<file path="config.mk">
export PLATFORM = sky130hd
export DESIGN_NAME = dlx_mem_arbiter_flat
export DESIGN_NICKNAME = d
export VERILOG_FILES = /design/src/rtl/dlx_mem_pkg.sv /design/src/rtl/dlx_mem_arbiter_if.sv /design/src/rtl/dlx_mem_watchdog.sv /design/src/rtl/dlx_mem_arbiter.sv /design/src/flat_wrapper.sv
export SDC_FILE = /design/constraint.sdc
export NUM_CORES = 1
export LEC_CHECK = 0
export CAP_MARGIN = 25
export CORE_ASPECT_RATIO = 1.4
export CORE_UTILIZATION = 37
export DETAILED_ROUTE_END_ITERATION = 8
export PLACE_DENSITY = 0.83
export REMOVE_ABC_BUFFERS = 1
export SLEW_MARGIN = 10
export SYNTH_ARGS = -nofsm -noshare
export SYNTH_HDL_FRONTEND = slang
export SYNTH_HIERARCHICAL = 1
export SYNTH_SLANG_ARGS = --single-unit
</file>
<file path="constraint.sdc">
create_clock -name clk -period 2.15 [get_ports clk]
set_clock_uncertainty 0.05 [all_clocks]
set_input_delay 0.645 -clock clk [delete_from_list [all_inputs] [get_ports clk]]
set_output_delay 0.645 -clock clk [all_outputs]
set_load 0.02 [all_outputs]
</file>
<file path="src/rtl/dlx_mem_pkg.sv">
// Shared types and default widths for the DLX unified-memory arbiter slice.
package dlx_mem_pkg;

  localparam int DEF_AW           = 32;
  localparam int DEF_DW           = 32;
  localparam int DEF_MAX_D_STREAK = 4;
  localparam int DEF_TIMEOUT_CYC  = 64;

  typedef enum logic [1:0] {
    IDLE   = 2'd0,
    BUSY_I = 2'd1,
    BUSY_D = 2'd2
  } arb_state_e;

  typedef enum logic {
    PORT_I = 1'b0,
    PORT_D = 1'b1
  } port_e;

  // Which core port owns the access in flight for a given arbiter state
  function automatic port_e owner_of(input arb_state_e st);
    port_e p;
    case (st)
      BUSY_D:  p = PORT_D;
      default: p = PORT_I;
    endcase
    return p;
  endfunction

endpackage

</file>
<file path="src/rtl/dlx_mem_arbiter_if.sv">
// Single-ported memory bus between the arbiter (master) and the unified memory (slave).
interface dlx_mem_arbiter_if
  import dlx_mem_pkg::*;
#(
  parameter int AW = DEF_AW,
  parameter int DW = DEF_DW
);

  logic          m_req;
  logic          m_we;
  logic [AW-1:0] m_addr;
  logic [DW-1:0] m_wdata;
  logic          m_ack;
  logic [DW-1:0] m_rdata;

  modport master (
    output m_req, m_we, m_addr, m_wdata,
    input  m_ack, m_rdata
  );

  modport slave (
    input  m_req, m_we, m_addr, m_wdata,
    output m_ack, m_rdata
  );

endinterface

</file>
<file path="src/rtl/dlx_mem_watchdog.sv">
// Counts cycles of an outstanding memory access and flags the one that must be abandoned.
module dlx_mem_watchdog
  import dlx_mem_pkg::*;
#(
  parameter int TIMEOUT_CYC = DEF_TIMEOUT_CYC
) (
  input  logic clk,
  input  logic reset_n,
  input  logic load,
  input  logic busy,
  output logic expire
);

  localparam int CW = (TIMEOUT_CYC > 1) ? $clog2(TIMEOUT_CYC) : 1;
  localparam logic [CW-1:0] LAST = CW'((TIMEOUT_CYC > 0) ? (TIMEOUT_CYC - 1) : 0);

  logic [CW-1:0] count_r;

  // Elapsed busy cycles since the most recent grant
  always_ff @(posedge clk) begin
    if (!reset_n) begin
      count_r <= '0;
    end else if (load) begin
      count_r <= '0;
    end else if (busy) begin
      count_r <= count_r + CW'(1);
    end else begin
      count_r <= count_r;
    end
  end

  // Fires in the last permitted busy cycle; a zero limit disables it
  assign expire = (TIMEOUT_CYC > 0) && busy && (count_r == LAST);

endmodule

</file>
<file path="src/rtl/dlx_mem_arbiter.sv">
// DLX unified-memory arbiter: serialises IF and MEM accesses onto one single-ported
// memory and stalls the requesting pipeline stage until its access completes.
module dlx_mem_arbiter
  import dlx_mem_pkg::*;
#(
  parameter int AW           = DEF_AW,
  parameter int DW           = DEF_DW,
  parameter int MAX_D_STREAK = DEF_MAX_D_STREAK,
  parameter int TIMEOUT_CYC  = DEF_TIMEOUT_CYC
) (
  input  logic          clk,
  input  logic          reset_n,
  input  logic          i_req,
  input  logic [AW-1:0] i_addr,
  output logic          i_data_valid,
  output logic [DW-1:0] i_data_read,
  input  logic          d_req,
  input  logic          d_we,
  input  logic [AW-1:0] d_addr,
  input  logic [DW-1:0] d_wdata,
  output logic          d_data_valid,
  output logic [DW-1:0] d_data_read,
  dlx_mem_arbiter_if.master mem,
  output logic          stall_if,
  output logic          stall_mem,
  output logic          timeout_err
);

  localparam int SW = (MAX_D_STREAK > 0) ? $clog2(MAX_D_STREAK + 1) : 1;
  localparam logic [SW-1:0] STREAK_MAX = SW'(MAX_D_STREAK);

  arb_state_e    state_r, state_s;
  logic          i_elig_s, d_elig_s, grant_i_s, grant_d_s, done_s, expire_s, busy_s;
  logic          m_req_r, m_we_r;
  logic [AW-1:0] m_addr_r;
  logic [DW-1:0] m_wdata_r;
  logic          i_data_valid_r, d_data_valid_r, timeout_err_r;
  logic [DW-1:0] i_data_read_r, d_data_read_r;
  logic [SW-1:0] streak_r;

  // A port is ignored while its completion pulse is out so a still-held request is not re-served
  assign i_elig_s = i_req & ~i_data_valid_r;
  assign d_elig_s = d_req & ~d_data_valid_r;
  assign busy_s   = (state_r != IDLE);

  dlx_mem_watchdog #(.TIMEOUT_CYC(TIMEOUT_CYC)) u_watchdog (
    .clk     (clk),
    .reset_n (reset_n),
    .load    (grant_i_s | grant_d_s),
    .busy    (busy_s),
    .expire  (expire_s)
  );

  // Arbiter state register
  always_ff @(posedge clk) begin
    if (!reset_n) begin
      state_r <= IDLE;
    end else begin
      state_r <= state_s;
    end
  end

  // Grant selection and completion detection
  always_comb begin
    state_s   = state_r;
    grant_i_s = 1'b0;
    grant_d_s = 1'b0;
    done_s    = 1'b0;
    case (state_r)
      IDLE: begin
        if (d_elig_s && !(i_elig_s && (streak_r == STREAK_MAX))) begin
          grant_d_s = 1'b1;
          state_s   = BUSY_D;
        end else if (i_elig_s) begin
          grant_i_s = 1'b1;
          state_s   = BUSY_I;
        end else begin
          state_s   = IDLE;
        end
      end
      BUSY_I, BUSY_D: begin
        if (mem.m_ack || expire_s) begin
          done_s  = 1'b1;
          state_s = IDLE;
        end else begin
          state_s = state_r;
        end
      end
      default: state_s = IDLE;
    endcase
  end

  // Memory request payload and core response registers
  always_ff @(posedge clk) begin
    if (!reset_n) begin
      m_req_r        <= 1'b0;
      m_we_r         <= 1'b0;
      m_addr_r       <= '0;
      m_wdata_r      <= '0;
      i_data_valid_r <= 1'b0;
      d_data_valid_r <= 1'b0;
      i_data_read_r  <= '0;
      d_data_read_r  <= '0;
      timeout_err_r  <= 1'b0;
    end else begin
      i_data_valid_r <= 1'b0;
      d_data_valid_r <= 1'b0;
      if (grant_d_s) begin
        m_req_r   <= 1'b1;
        m_we_r    <= d_we;
        m_addr_r  <= d_addr;
        m_wdata_r <= d_wdata;
      end else if (grant_i_s) begin
        m_req_r   <= 1'b1;
        m_we_r    <= 1'b0;
        m_addr_r  <= i_addr;
        m_wdata_r <= '0;
      end else if (done_s) begin
        m_req_r <= 1'b0;
        m_we_r  <= 1'b0;
        // An expired access still completes, with zero data, so the pipeline never hangs
        if (owner_of(state_r) == PORT_I) begin
          i_data_valid_r <= 1'b1;
          i_data_read_r  <= mem.m_ack ? mem.m_rdata : '0;
        end else begin
          d_data_valid_r <= 1'b1;
          d_data_read_r  <= (mem.m_ack && !m_we_r) ? mem.m_rdata : '0;
        end
        if (!mem.m_ack) begin
          timeout_err_r <= 1'b1;
        end
      end
    end
  end

  // Consecutive data grants while a fetch is waiting
  always_ff @(posedge clk) begin
    if (!reset_n) begin
      streak_r <= '0;
    end else if (!i_req || grant_i_s) begin
      streak_r <= '0;
    end else if (grant_d_s && (streak_r != STREAK_MAX)) begin
      streak_r <= streak_r + SW'(1);
    end else begin
      streak_r <= streak_r;
    end
  end

  assign mem.m_req    = m_req_r;
  assign mem.m_we     = m_we_r;
  assign mem.m_addr   = m_addr_r;
  assign mem.m_wdata  = m_wdata_r;
  assign i_data_valid = i_data_valid_r;
  assign i_data_read  = i_data_read_r;
  assign d_data_valid = d_data_valid_r;
  assign d_data_read  = d_data_read_r;
  assign timeout_err  = timeout_err_r;
  assign stall_if     = i_req & ~i_data_valid_r;
  assign stall_mem    = d_req & ~d_data_valid_r;

endmodule

</file>
<file path="src/flat_wrapper.sv">
// flat-port wrapper written by rule: the top's interface ports become plain ports
module dlx_mem_arbiter_flat import dlx_mem_pkg::*;
#(
  parameter int AW           = DEF_AW,
  parameter int DW           = DEF_DW,
  parameter int MAX_D_STREAK = DEF_MAX_D_STREAK,
  parameter int TIMEOUT_CYC  = DEF_TIMEOUT_CYC
)
  (clk, reset_n, i_req, i_addr, i_data_valid, i_data_read, d_req, d_we, d_addr, d_wdata, d_data_valid, d_data_read, stall_if, stall_mem, timeout_err, mem_m_req, mem_m_we, mem_m_addr, mem_m_wdata, mem_m_ack, mem_m_rdata);
  dlx_mem_arbiter_if #(.AW(AW), .DW(DW)) mem_i ();
  input  logic clk;
  input  logic reset_n;
  input  logic i_req;
  input  logic [AW-1:0] i_addr;
  output logic i_data_valid;
  output logic [DW-1:0] i_data_read;
  input  logic d_req;
  input  logic d_we;
  input  logic [AW-1:0] d_addr;
  input  logic [DW-1:0] d_wdata;
  output logic d_data_valid;
  output logic [DW-1:0] d_data_read;
  output logic stall_if;
  output logic stall_mem;
  output logic timeout_err;
  output wire logic [$bits(mem_i.m_req)-1:0] mem_m_req;
  output wire logic [$bits(mem_i.m_we)-1:0] mem_m_we;
  output wire logic [$bits(mem_i.m_addr)-1:0] mem_m_addr;
  output wire logic [$bits(mem_i.m_wdata)-1:0] mem_m_wdata;
  input wire logic [$bits(mem_i.m_ack)-1:0] mem_m_ack;
  input wire logic [$bits(mem_i.m_rdata)-1:0] mem_m_rdata;
  assign mem_m_req = mem_i.m_req;
  assign mem_m_we = mem_i.m_we;
  assign mem_m_addr = mem_i.m_addr;
  assign mem_m_wdata = mem_i.m_wdata;
  assign mem_i.m_ack = mem_m_ack;
  assign mem_i.m_rdata = mem_m_rdata;
  dlx_mem_arbiter #(.AW(AW), .DW(DW), .MAX_D_STREAK(MAX_D_STREAK), .TIMEOUT_CYC(TIMEOUT_CYC)) u_core (.clk(clk), .reset_n(reset_n), .i_req(i_req), .i_addr(i_addr), .i_data_valid(i_data_valid), .i_data_read(i_data_read), .d_req(d_req), .d_we(d_we), .d_addr(d_addr), .d_wdata(d_wdata), .d_data_valid(d_data_valid), .d_data_read(d_data_read), .mem(mem_i), .stall_if(stall_if), .stall_mem(stall_mem), .timeout_err(timeout_err));
endmodule
</file>
==> results of run 1 <==
==> sequential cells by signal, indices dropped and copies added, names as in the netlist <==
name	cells
u_core/mem.m_addr	32
u_core/i_data_read	32
u_core/streak_r	3
u_core/timeout_err	1
u_core/d_data_read	32
u_core/state_r	2
u_core/mem.m_wdata	32
u_core/mem.m_req	1
u_core/mem.m_we	1
u_core/u_watchdog/count_r	6
u_core/d_data_valid	1
u_core/i_data_valid	1
==> through the flow <==
step	hold WS, ns	cell area [sq um]	instances	utilization	power (mW)
floorplan	0.384	5490	508	-	3.44
global placement	0.392	8770	1000	0.580	4.15
detailed placement	0.396	8770	1000	0.580	4.16
CTS	0.411	9350	1032	0.618	7.09
global route	0.425	9380	1033	0.621	7.30
finish	0.409	9380	1033	0.621	7.00
==> logic make-up (layout without fill, tap and decap cells) <==
kind of cell	after synthesis	after routing	share of synthesized area
compound gates	80	80	0.132
xor+xnor	5	5	0.00759
fa+ha+maj	5	5	0.0108
buf+inv	52	341	0.0538
flops	144	144	0.500
mux	98	98	0.170
simple gates	168	168	0.126
==> per-layer routing <==
metal / share of wire / vias to the layer above / track usage
li1: - / 2491 / -
met1: 0.37 / 2326 / 0.211
met2: 0.51 / 211 / 0.372
met3: 0.094 / 31 / 0.0710
met4: 0.023 / 0 / 0.0863
met5: 0 / - / 0
==> cell usage after synthesis (2+ instances only) <==
cell	number	area [sq um]
nor2b_1	2	12.5
buf_6	7	78.8
mux2i_1	98	981
ha_1	5	62.6
a21oi_1	2	10.0
clkbuf_4	2	15.0
xnor2_1	2	17.5
clkbuf_1	19	71.3
xor2_1	3	26.3
buf_2	8	40.0
o21ai_0	2	10.0
and3_1	2	12.5
nor3b_1	2	15.0
nand3_1	34	170
nor2_1	14	52.6
dfxtp_1	144	2880
and2_1	2	12.5
a22o_1	32	280
o2bb2ai_1	20	175
inv_1	7	26.3
nand2_1	106	398
o2bb2ai_2	12	180
buf_4	6	45.0
buf_8	2	30.0
==> what timing repair did <==
item / in CTS / in global routing
setup buffers: 0 / 0
gates resized for setup: 10 / 4
cloned: 0 / 1
endpoints found under the setup margin: 4 / 32
==> cell usage in the layout, fill, tap and decap left out, types with 2 or more instances in the layout <==
master / instances
nor2_2: 3
o2bb2ai_2: 12
o21ai_0: 2
a22o_1: 32
xnor2_1: 2
dlymetal6s2s_1: 3
nand2_1: 105
mux2i_1: 98
nor3b_1: 2
inv_6: 6
buf_12: 8
a21oi_1: 2
ha_1: 5
clkinvlp_4: 4
inv_1: 7
xor2_1: 3
dfxtp_1: 144
clkdlybuf4s50_1: 259
o2bb2ai_1: 20
dlygate4sd2_1: 3
nand3_1: 34
clkbuf_16: 18
nor2_1: 11
nor2b_1: 2
inv_8: 2
buf_4: 25
==> power by group through the flow <==
| stage | Combinational, mW | Clock [mW] | Sequential [mW] |
|---|---|---|---|
| 6_report | 1.22 | 2.91 | 2.87 |
| 5_1_grt | 1.31 | 3.11 | 2.88 |
| 4_1_cts | 1.24 | 2.98 | 2.87 |
| 3_5_place_dp | 1.23 | 0 | 2.93 |
| 3_3_place_gp | 1.22 | 0 | 2.93 |
| 2_1_floorplan | 0.361 | 0 | 3.08 |
==> how the worst min path moves through the flow <==
stage	startpoint	to	cells after the start
final	u_core/mem.m_addr[27]$_SDFFE_PN0P_	u_core/mem.m_addr[27]$_SDFFE_PN0P_	1
after global routing	u_core/d_data_read[31]$_SDFFE_PN0P_	u_core/d_data_read[31]$_SDFFE_PN0P_	2
after CTS	u_core/i_data_read[31]$_SDFFE_PN0P_	u_core/i_data_read[31]$_SDFFE_PN0P_	2
after detailed placement	u_core/mem.m_addr[27]$_SDFFE_PN0P_	u_core/mem.m_addr[27]$_SDFFE_PN0P_	1
after global placement	u_core/d_data_read[22]$_SDFFE_PN0P_	u_core/d_data_read[22]$_SDFFE_PN0P_	2
after floorplan	u_core/streak_r[2]$_SDFFE_PP0P_	u_core/streak_r[2]$_SDFFE_PP0P_	1
==> area by class of cell <==
cell class | instances | area, sq um
Clock inverter | 14 | 144
Clock buffer | 18 | 439
Tap cell | 192 | 240
Timing Repair Buffer | 301 | 3050
Multi-Input combinational cell | 356 | 2600
Fill cell | 1238 | 5740
Inverter | 8 | 30.0
Sequential cell | 144 | 2880
==> critical path: cells and delay by family <==
kind	cells	cell delay [ns]
buffers and inverters	2	0.62
AND/OR/NAND/NOR	1	0.15
==> out/metrics.csv, run 1 <==
stage,metric,value,unit
status,status,"complete, no violations",
critical_path,CP Max Fanout,2,
sta,Worst-Margin Slew,0.407,ns
cells_and_area,final-stage net count,967,
job,max-cap viol count,0,
synth,"Seq/Total Area, Yosys",0.500,
cts,clk sink count,144,
sta,Max Slew Vio Count,0,
cells_and_area,Area Growth Syn to Fin,62.6,%
synth,mapped cell area,5770,sq um
grt,initial antenna violation count,0,
grt,first-pass GRT wire length,25500,um
cts,Clock Latency Late Sink,0.41,ns
pwr,Logic pwr share,0.175,
sta,setup violators final,0,
pwr,Leakage,3.80,nW
critical_path,Setup crit end kind,primary output,
sta,slew margin rel.,0.728,
drt,via count,5059,
pwr,switching portion of total power,0.268,
placement,IO Port Bufs,268,
drt,DRT Pass-1 Iters,4,
die,Starting Density,0.382,
die,Ports,269,
drt,1st-iter DRT viols,190,
placement,Setup WS pre-CTS,-0.425,ns
cts,"CTS clk-pin slew, worst paths",0.06,ns
pwr,sequential cell fraction of total power,0.410,
synth,Mapped Cells,552,
critical_path,CP arrival,1.43,ns
grt,number of global-route vias before repair,5065,
sta,crit share post-route,0.987,
synth,Async SR Flop Fraction,0,
critical_path,Worst R2R End,u_core/d_data_read[10]$_SDFFE_PN0P_,
critical_path,Startpoint Class,input pin,
cells_and_area,fraction of layout cells with a size suffix above 1,0.113,
critical_path,Reg2Reg Depth,9,
grt,largest net degree at the start of global routing,45,
placement,Routability Congestion,0.758,
die,DIE HEIGHT,150,um
die,Die Area,16100,sq um
critical_path,crit path launch,d_req,
critical_path,CP max stage delay,0.45,ns
sta,Setup WS post-layout,0.0284,ns
pwr,Power Internal,5.12,mW
drt,drt wl/cell,16.5,um
cts,hold_buf cts,0,
cts,clock tree root driver cell,clkbuf_16,
cts,H-tree Lvls,4,
drt,DR vias/cell,4.90,
synth,register bit total from synthesis,144,
critical_path,CP Class,input pin to primary output,
pwr,Psw,1.88,mW
critical_path,CP max stage cell,clkdlybuf4s50_1,
die,die width,108,um
die,row cnt,53,
hold_path,Tightest Hold Check Type,flip-flop to flip-flop,
critical_path,crit-path cells,clkdlybuf4s50_1 -> nor2b_2 -> buf_2,
synth,syn avg cell area,10.5,sq um
pwr,clock power share,0.415,
cts,CTS tree,done,
critical_path,Worst Path Required,1.45,ns
drt,Final ANT Viol Nets,0,
drt,routed wire length,17000,um
drt,Remaining DRCs,0,
cts,CTS Buffer Depth,2,
cells_and_area,Antenna diodes,0,
critical_path,crit path capture,stall_mem,
placement,Final HPWL DP,12200,um
critical_path,FF-to-FF setup slack,0.14,ns
grt,GRT Residual Overflow,0,
synth,post-synth cell types,43,
sta,Final min period,2.12,ns
synth,number of flops mapped to enable cells by yosys,0,
die,core box area,15100,sq um
synth,Synth Flop Type,dfxtp_1,
pwr,PwrDens,746,nW/um^2
grt,Global Route Usage Sum,0.205,
critical_path,reg2reg start,u_core/state_r[1]$_SDFFE_PN0P_,
sta,fmax,0.471,GHz
sta,setup tns final,0,ns
cts,cts bufs inserted,17,
sta,Final Hold Viols,0,
synth,synth warn,6,
pwr,Worst VDD drop,0.000420,V
Power figures use the tool's default switching activity.
==> run 2: changes to the inputs <==
- GPL_ROUTABILITY_DRIVEN: not set -> 0
- GPL_TIMING_DRIVEN: not set -> 0
==> run 2 against run 1 <==
First-iteration DRC count rose by 17%. Clock power rose by 11%. Sequential share of layout area fell by 0.24 points. Clock-buffer cell count rose by 1. Sequential power barely moved. Critical path type unchanged.
==> out/metrics.csv, run 2 (synthesis results as in run 1) <==
stage,metric,value,unit,change
grt,first-pass GRT wire length,25000,um,-1.9%
die,Ports,269,,unchanged
cells_and_area,Area Growth Syn to Fin,63.9,%,
status,status,"complete, no violations",,
cts,Clock Latency Late Sink,0.42,ns,about the same
drt,drt wl/cell,17.0,um,+3.3%
pwr,Leakage,3.84,nW,+1.1%
pwr,Tot Pwr,7.34,mW,+4.7%
cts,clock tree root driver cell,clkbuf_16,,
critical_path,Startpoint Class,input pin,,
sta,Max Slew Vio Count,0,,unchanged
critical_path,CP Max Fanout,2,,unchanged
critical_path,Setup crit end kind,primary output,,
die,core box area,15100,sq um,unchanged
critical_path,CP max stage cell,clkdlybuf4s50_1,,
drt,routed wire length,17300,um,+1.9%
cells_and_area,final-stage net count,953,,-1.4%
pwr,PwrDens,776,nW/um^2,+3.9%
grt,largest net degree at the start of global routing,62,,+38%
drt,1st-iter DRT viols,222,,+17%
sta,crit share post-route,0.999,,+0.0127
critical_path,CP max stage delay,0.46,ns,about the same
cells_and_area,"most common cell after layout, fill and taps aside",clkdlybuf4s50_1,,
die,Starting Density,0.382,,unchanged
critical_path,CP arrival,1.45,ns,+0.02 ns
drt,Final ANT Viol Nets,0,,unchanged
grt,Global Route Usage Sum,0.204,,-0.00127
cells_and_area,fillcell total,1208,,-2.4%
die,die width,108,um,unchanged
job,max-cap viol count,0,,unchanged
cells_and_area,post-route insts no fill,1019,,-1.4%
drt,Remaining DRCs,0,,unchanged
sta,setup violators final,0,,unchanged
grt,initial antenna violation count,0,,unchanged
grt,GRT Residual Overflow,0,,unchanged
critical_path,Worst Path Required,1.45,ns,about the same
cells_and_area,fraction of layout cells with a size suffix above 1,0.104,,-0.00897
cts,"CTS clk-pin slew, worst paths",0.06,ns,about the same
cts,hold_buf cts,0,,unchanged
cells_and_area,area occupied by multi-input gates,2670,sq um,+2.7%
sta,Final Hold Viols,0,,unchanged
cells_and_area,FF/Latch Area,2880,sq um,unchanged
cts,H-tree Lvls,4,,unchanged
cts,clk sink count,144,,unchanged
cells_and_area,Antenna diodes,0,,unchanged
cts,CTS Buffer Depth,2,,unchanged
placement,Final HPWL DP,11300,um,-7.2%
cts,CTS tree,done,,
critical_path,crit-path cells,clkdlybuf4s50_1 -> nor2b_4 -> buf_4,,
sta,fmax,0.465,GHz,-1.3%
placement,DP Cell Count,975,,-2.5%
cells_and_area,most frequent cells in the layout,"clkdlybuf4s50_1, dfxtp_1, nand2_1, mux2i_1, nand3_1",,
sta,RSZ-0062 raised after global routing,true,,
sta,Final min period,2.15,ns,+0.0272 ns
sta,slew margin rel.,0.486,,-0.243
placement,IO Port Bufs,268,,unchanged
sta,Worst-Margin Slew,0.771,ns,+0.364 ns
pwr,Worst VDD drop,0.000544,V,+29%
cts,cts bufs inserted,17,,unchanged
critical_path,CP Class,input pin to primary output,,
die,row cnt,53,,unchanged
drt,DR vias/cell,4.93,,+0.67%
hold_path,Tightest Hold Check Type,flip-flop to flip-flop,,
drt,via count,5024,,-0.69%
grt,number of global-route vias before repair,4882,,-3.6%
drt,DRT Pass-1 Iters,5,,+1
die,Die Area,16100,sq um,unchanged
die,DIE HEIGHT,150,um,unchanged
## run 2: changes by cell type in the layout (fill, tap and decap cells not counted), sizes merged, moves of 2 or more
cell	change
buf	-14
clkinvlp	-4
inv	-3
bufinv	+3
clkdlybuf4s50	-3
dlymetal6s2s	+2
clkinv	+3
## run 2: cell type report
cell class | count | area share
repair buffers | 285 | 0.315
clock inverters | 13 | 0.0209
multi-input cells | 358 | 0.283
well taps | 192 | 0.0254
inverters | 8 | 0.00370
flip-flops and latches | 144 | 0.305
clock buffers | 19 | 0.0479
## run 2: final timing paths
check | from | to | slack, ns | depth (start not counted)
setup / recovery | d_req | stall_mem | 0.001 | 3
hold reg to reg | u_core/d_data_read[22]$_SDFFE_PN0P_ | u_core/d_data_read[22]$_SDFFE_PN0P_ | 0.41 | 2
setup reg to reg | u_core/state_r[1]$_SDFFE_PN0P_ | u_core/d_data_read[9]$_SDFFE_PN0P_ | 0.07 | 10
hold / removal | u_core/d_data_read[22]$_SDFFE_PN0P_ | u_core/d_data_read[22]$_SDFFE_PN0P_ | 0.41 | 2
## run 2: worst max-delay path, delay by kind of cell
family,cells,cell delay [ns]
simple gates,1,0.18
buf+inv,2,0.62
## run 2: what timing repair did
| item | in CTS | in global routing |
|---|---|---|
| endpoints found under the setup margin | 124 | 87 |
| resized for setup | 23 | 10 |
| pin swaps | 2 | 2 |
| gates cloned | 2 | 2 |
| endpoints found under the hold margin | 0 | 0 |
| setup buffers | 5 | 3 |
## run 2: through the flow
stage	setup slack (ns)	TNS, ns	area (sq um)	util	hold slack (ns)
floorplan	-0.729	-85.62	5490	-	0.384
global placement	-4.32	-517.73	8410	0.556	0.392
detailed placement	-0.796	-67.35	8600	0.569	0.396
CTS	0.00100	0	9380	0.620	0.409
global route	-0.0155	-0.0155	9460	0.625	0.424
finish	0.00114	0	9460	0.625	0.407
## run 2: report_power, final
part	internal, mW	leakage [nW]	total [mW]	switching, mW
Clock	2.03	0.321	3.23	1.20
Sequential	2.80	1.17	2.87	0.0719
Combinational	0.649	2.34	1.23	0.581
## run 2: metal layers
metal	GRT usage	vias to the layer above	routed length, um
li1	-	2469	-
met1	0.204	2304	6340
met2	0.359	220	8790
met3	0.0919	31	1860
met4	0.0890	0	363
met5	0	-	0
==> run 3: changes to the inputs <==
- CORE_ASPECT_RATIO: 1.4 -> not set
- CORE_UTILIZATION: 37 -> 56
- DONT_BUFFER_PORTS: not set -> 1
- PLACE_DENSITY: 0.83 -> 0.81
==> run 3 against run 2 <==
Maximum frequency increased by 4.4%. Register-to-register slack gained 0.02 ns. Power decreased by 9.5%. Routed wire length fell by 19%. Via count down 18%. Critical endpoint is now u_core/mem.m_wdata[24]$_SDFFE_PN0P_. Largest power group unchanged.
==> out/metrics.csv, run 3 (synthesis results as in run 1) <==
stage,metric,value,unit,change
status,status,"complete, no violations",,
die,Starting Density,0.585,,+0.203
die,Die Area,10700,sq um,-33%
cells_and_area,"most common cell after layout, fill and taps aside",dfxtp_1,,
pwr,Leakage,2.68,nW,-30%
critical_path,CP arrival,2.47,ns,+1.02 ns
pwr,Power Internal,4.96,mW,-9.5%
cts,cts bufs inserted,17,,unchanged
die,DIE HEIGHT,104,um,-31%
drt,Remaining DRCs,0,,unchanged
cells_and_area,fraction of layout cells with a size suffix above 1,0.137,,+0.0332
drt,met1 WL,5230,um,-17%
pwr,Worst VDD drop,0.000723,V,+33%
drt,met2 wire length,7140,um,-19%
drt,routed wire length,14000,um,-19%
grt,GRT Residual Overflow,0,,unchanged
cts,Clock Latency Late Sink,0.53,ns,+0.11 ns
sta,slew margin rel.,0.386,,-0.0999
cts,hold_buf cts,0,,unchanged
drt,met3 WL,1200,um,-35%
critical_path,crit-path cells,nand2b_4 -> inv_2 -> o21ai_4 -> and2_4 -> buf_12 -> a22o_1,,
pwr,Psw,1.68,mW,-9.5%
sta,crit share post-route,0.958,,-0.0417
grt,initial antenna violation count,0,,unchanged
pwr,switching portion of total power,0.253,,about the same
sta,setup violators final,0,,unchanged
pwr,clock power share,0.466,,+0.025
sta,Final Hold Viols,0,,unchanged
cells_and_area,final-stage net count,680,,-29%
drt,drt wl/cell,20.3,um,+19%
sta,Final min period,2.06,ns,-0.0897 ns
critical_path,CP Max Fanout,46,,+44
hold_path,min-delay src,d_wdata[5],,
critical_path,Top delay family on crit path,simple AND/OR/NAND/NOR gates,,
critical_path,crit path launch,u_core/i_data_valid$_SDFF_PP0_,,
grt,Global Route Usage Sum,0.255,,+0.0512
job,max-cap viol count,0,,unchanged
cts,clk sink count,144,,unchanged
drt,Final ANT Viol Nets,0,,unchanged
cells_and_area,post-route insts no fill,687,,-33%
cts,H-tree Lvls,4,,unchanged
cells_and_area,Antenna diodes,0,,unchanged
cells_and_area,fillcell total,705,,-42%
critical_path,Startpoint Class,flip-flop,,
grt,largest net degree at the start of global routing,106,,+71%
hold_path,Tightest Hold Check Type,input pin to flip-flop,,
sta,RSZ-0062 raised after global routing,false,,
die,row cnt,36,,-32%
drt,top sig layer,met4,,
cells_and_area,Area Growth Syn to Fin,13.7,%,
sta,fmax,0.486,GHz,+4.4%
critical_path,Worst Path Required,2.57,ns,+1.12 ns
pwr,sequential cell fraction of total power,0.460,,+0.069
die,Ports,269,,unchanged
critical_path,CP Class,flip-flop to flip-flop,,
cts,CTS tree,done,,
pwr,PwrDens,1010,nW/um^2,+31%
critical_path,CP max stage delay,0.48,ns,+0.02 ns
grt,number of global-route vias before repair,4110,,-16%
placement,DP Cell Count,646,,-34%
cts,CTS Buffer Depth,2,,unchanged
critical_path,Worst Path Buf+Inv,2,,unchanged
critical_path,Setup crit end kind,flip-flop,,
grt,first-pass GRT wire length,21300,um,-15%
die,die width,104,um,-3.8%
cts,clock tree root driver cell,clkbuf_8,,
critical_path,reg2reg start,u_core/i_data_valid$_SDFF_PP0_,,
sta,Worst-Margin Slew,0.919,ns,+0.147 ns
critical_path,CP max stage cell,dfxtp_1,,
drt,1st-iter DRT viols,228,,+2.7%
drt,via count,4106,,-18%
drt,DRT Pass-1 Iters,5,,unchanged
placement,Final HPWL DP,9210,um,-18%
cells_and_area,most frequent cells in the layout,"dfxtp_1, nand2_1, mux2i_1, nand3_1, a22o_1",,
cells_and_area,"Core Util, Final",0.665,,+0.0394
cts,"CTS clk-pin slew, worst paths",0.06,ns,about the same
pwr,Logic pwr share,0.074,,-0.094
drt,DR vias/cell,5.98,,+21%
sta,Max Slew Vio Count,0,,unchanged
die,core box area,9860,sq um,-35%
placement,IO Port Bufs,0,,-100%
-- run 3: changes by cell type in the layout (fill, tap and decap cells not counted), sizes merged --
cell,before,now
clkbuf,20,19
and2,3,2
clkdlybuf4s50,256,0
dlymetal6s2s,5,0
buf,20,13
clkinvlp,0,2
inv,13,12
dlygate4sd2,3,0
nor2,15,14
-- run 3: power by group through the flow --
stage / registers (mW) / clock network (mW) / logic, mW
after global routing: 3.07 / 3.27 / 0.528
after floorplan: 3.08 / 0 / 0.361
after global placement: 3.11 / 0 / 0.414
final: 3.06 / 3.09 / 0.491
after detailed placement: 3.11 / 0 / 0.454
after CTS: 3.06 / 3.13 / 0.476
-- run 3: worst paths after layout --
kind	endpoint	slack, ns	depth (start not counted)
setup / recovery	u_core/mem.m_wdata[24]$_SDFFE_PN0P_	0.09	6
setup reg to reg	u_core/mem.m_wdata[24]$_SDFFE_PN0P_	0.09	6
hold / removal	u_core/mem.m_wdata[5]$_SDFFE_PN0P_	0.19	1
hold reg to reg	u_core/streak_r[2]$_SDFFE_PP0P_	0.44	1
-- run 3: metrics by stage --
stage / setup slack (ns) / power, mW / hold slack (ns) / setup TNS [ns] / instance area (sq um)
6_report: 0.0909 / 6.64 / 0.187 / 0 / 6560
5_1_grt: 0.00375 / 6.86 / 0.166 / 0 / 6560
4_1_cts: 0.0150 / 6.67 / 0.174 / 0 / 6490
3_5_place_dp: -0.517 / 3.57 / 0.417 / -36.04 / 5780
3_3_place_gp: -1.27 / 3.52 / 0.401 / -153.18 / 5660
2_1_floorplan: -0.729 / 3.44 / 0.384 / -85.62 / 5490
-- run 3: layer usage --
layer	track usage	vias to the layer above
met5	0	-
met4	0.131	0
met3	0.0963	36
met2	0.439	194
met1	0.271	1966
li1	-	1910
-- run 3: what timing repair did --
action,in CTS,in global routing
cloned,1,1
setup buffers,2,5
setup endpoints to repair,113,20
pin swaps,2,2
resized for setup,8,4
-- run 3: area by class of cell --
| type | count | area [sq um] | share of cell area |
|---|---|---|---|
| Sequential cell | 144 | 2880 | 0.440 |
| Multi-Input combinational cell | 356 | 2650 | 0.403 |
| Clock buffer | 18 | 428 | 0.0652 |
| Clock inverter | 14 | 204 | 0.0311 |
| Timing Repair Buffer | 14 | 200 | 0.0305 |
| Tap cell | 133 | 166 | 0.0254 |
| Inverter | 8 | 32.5 | 0.00496 |
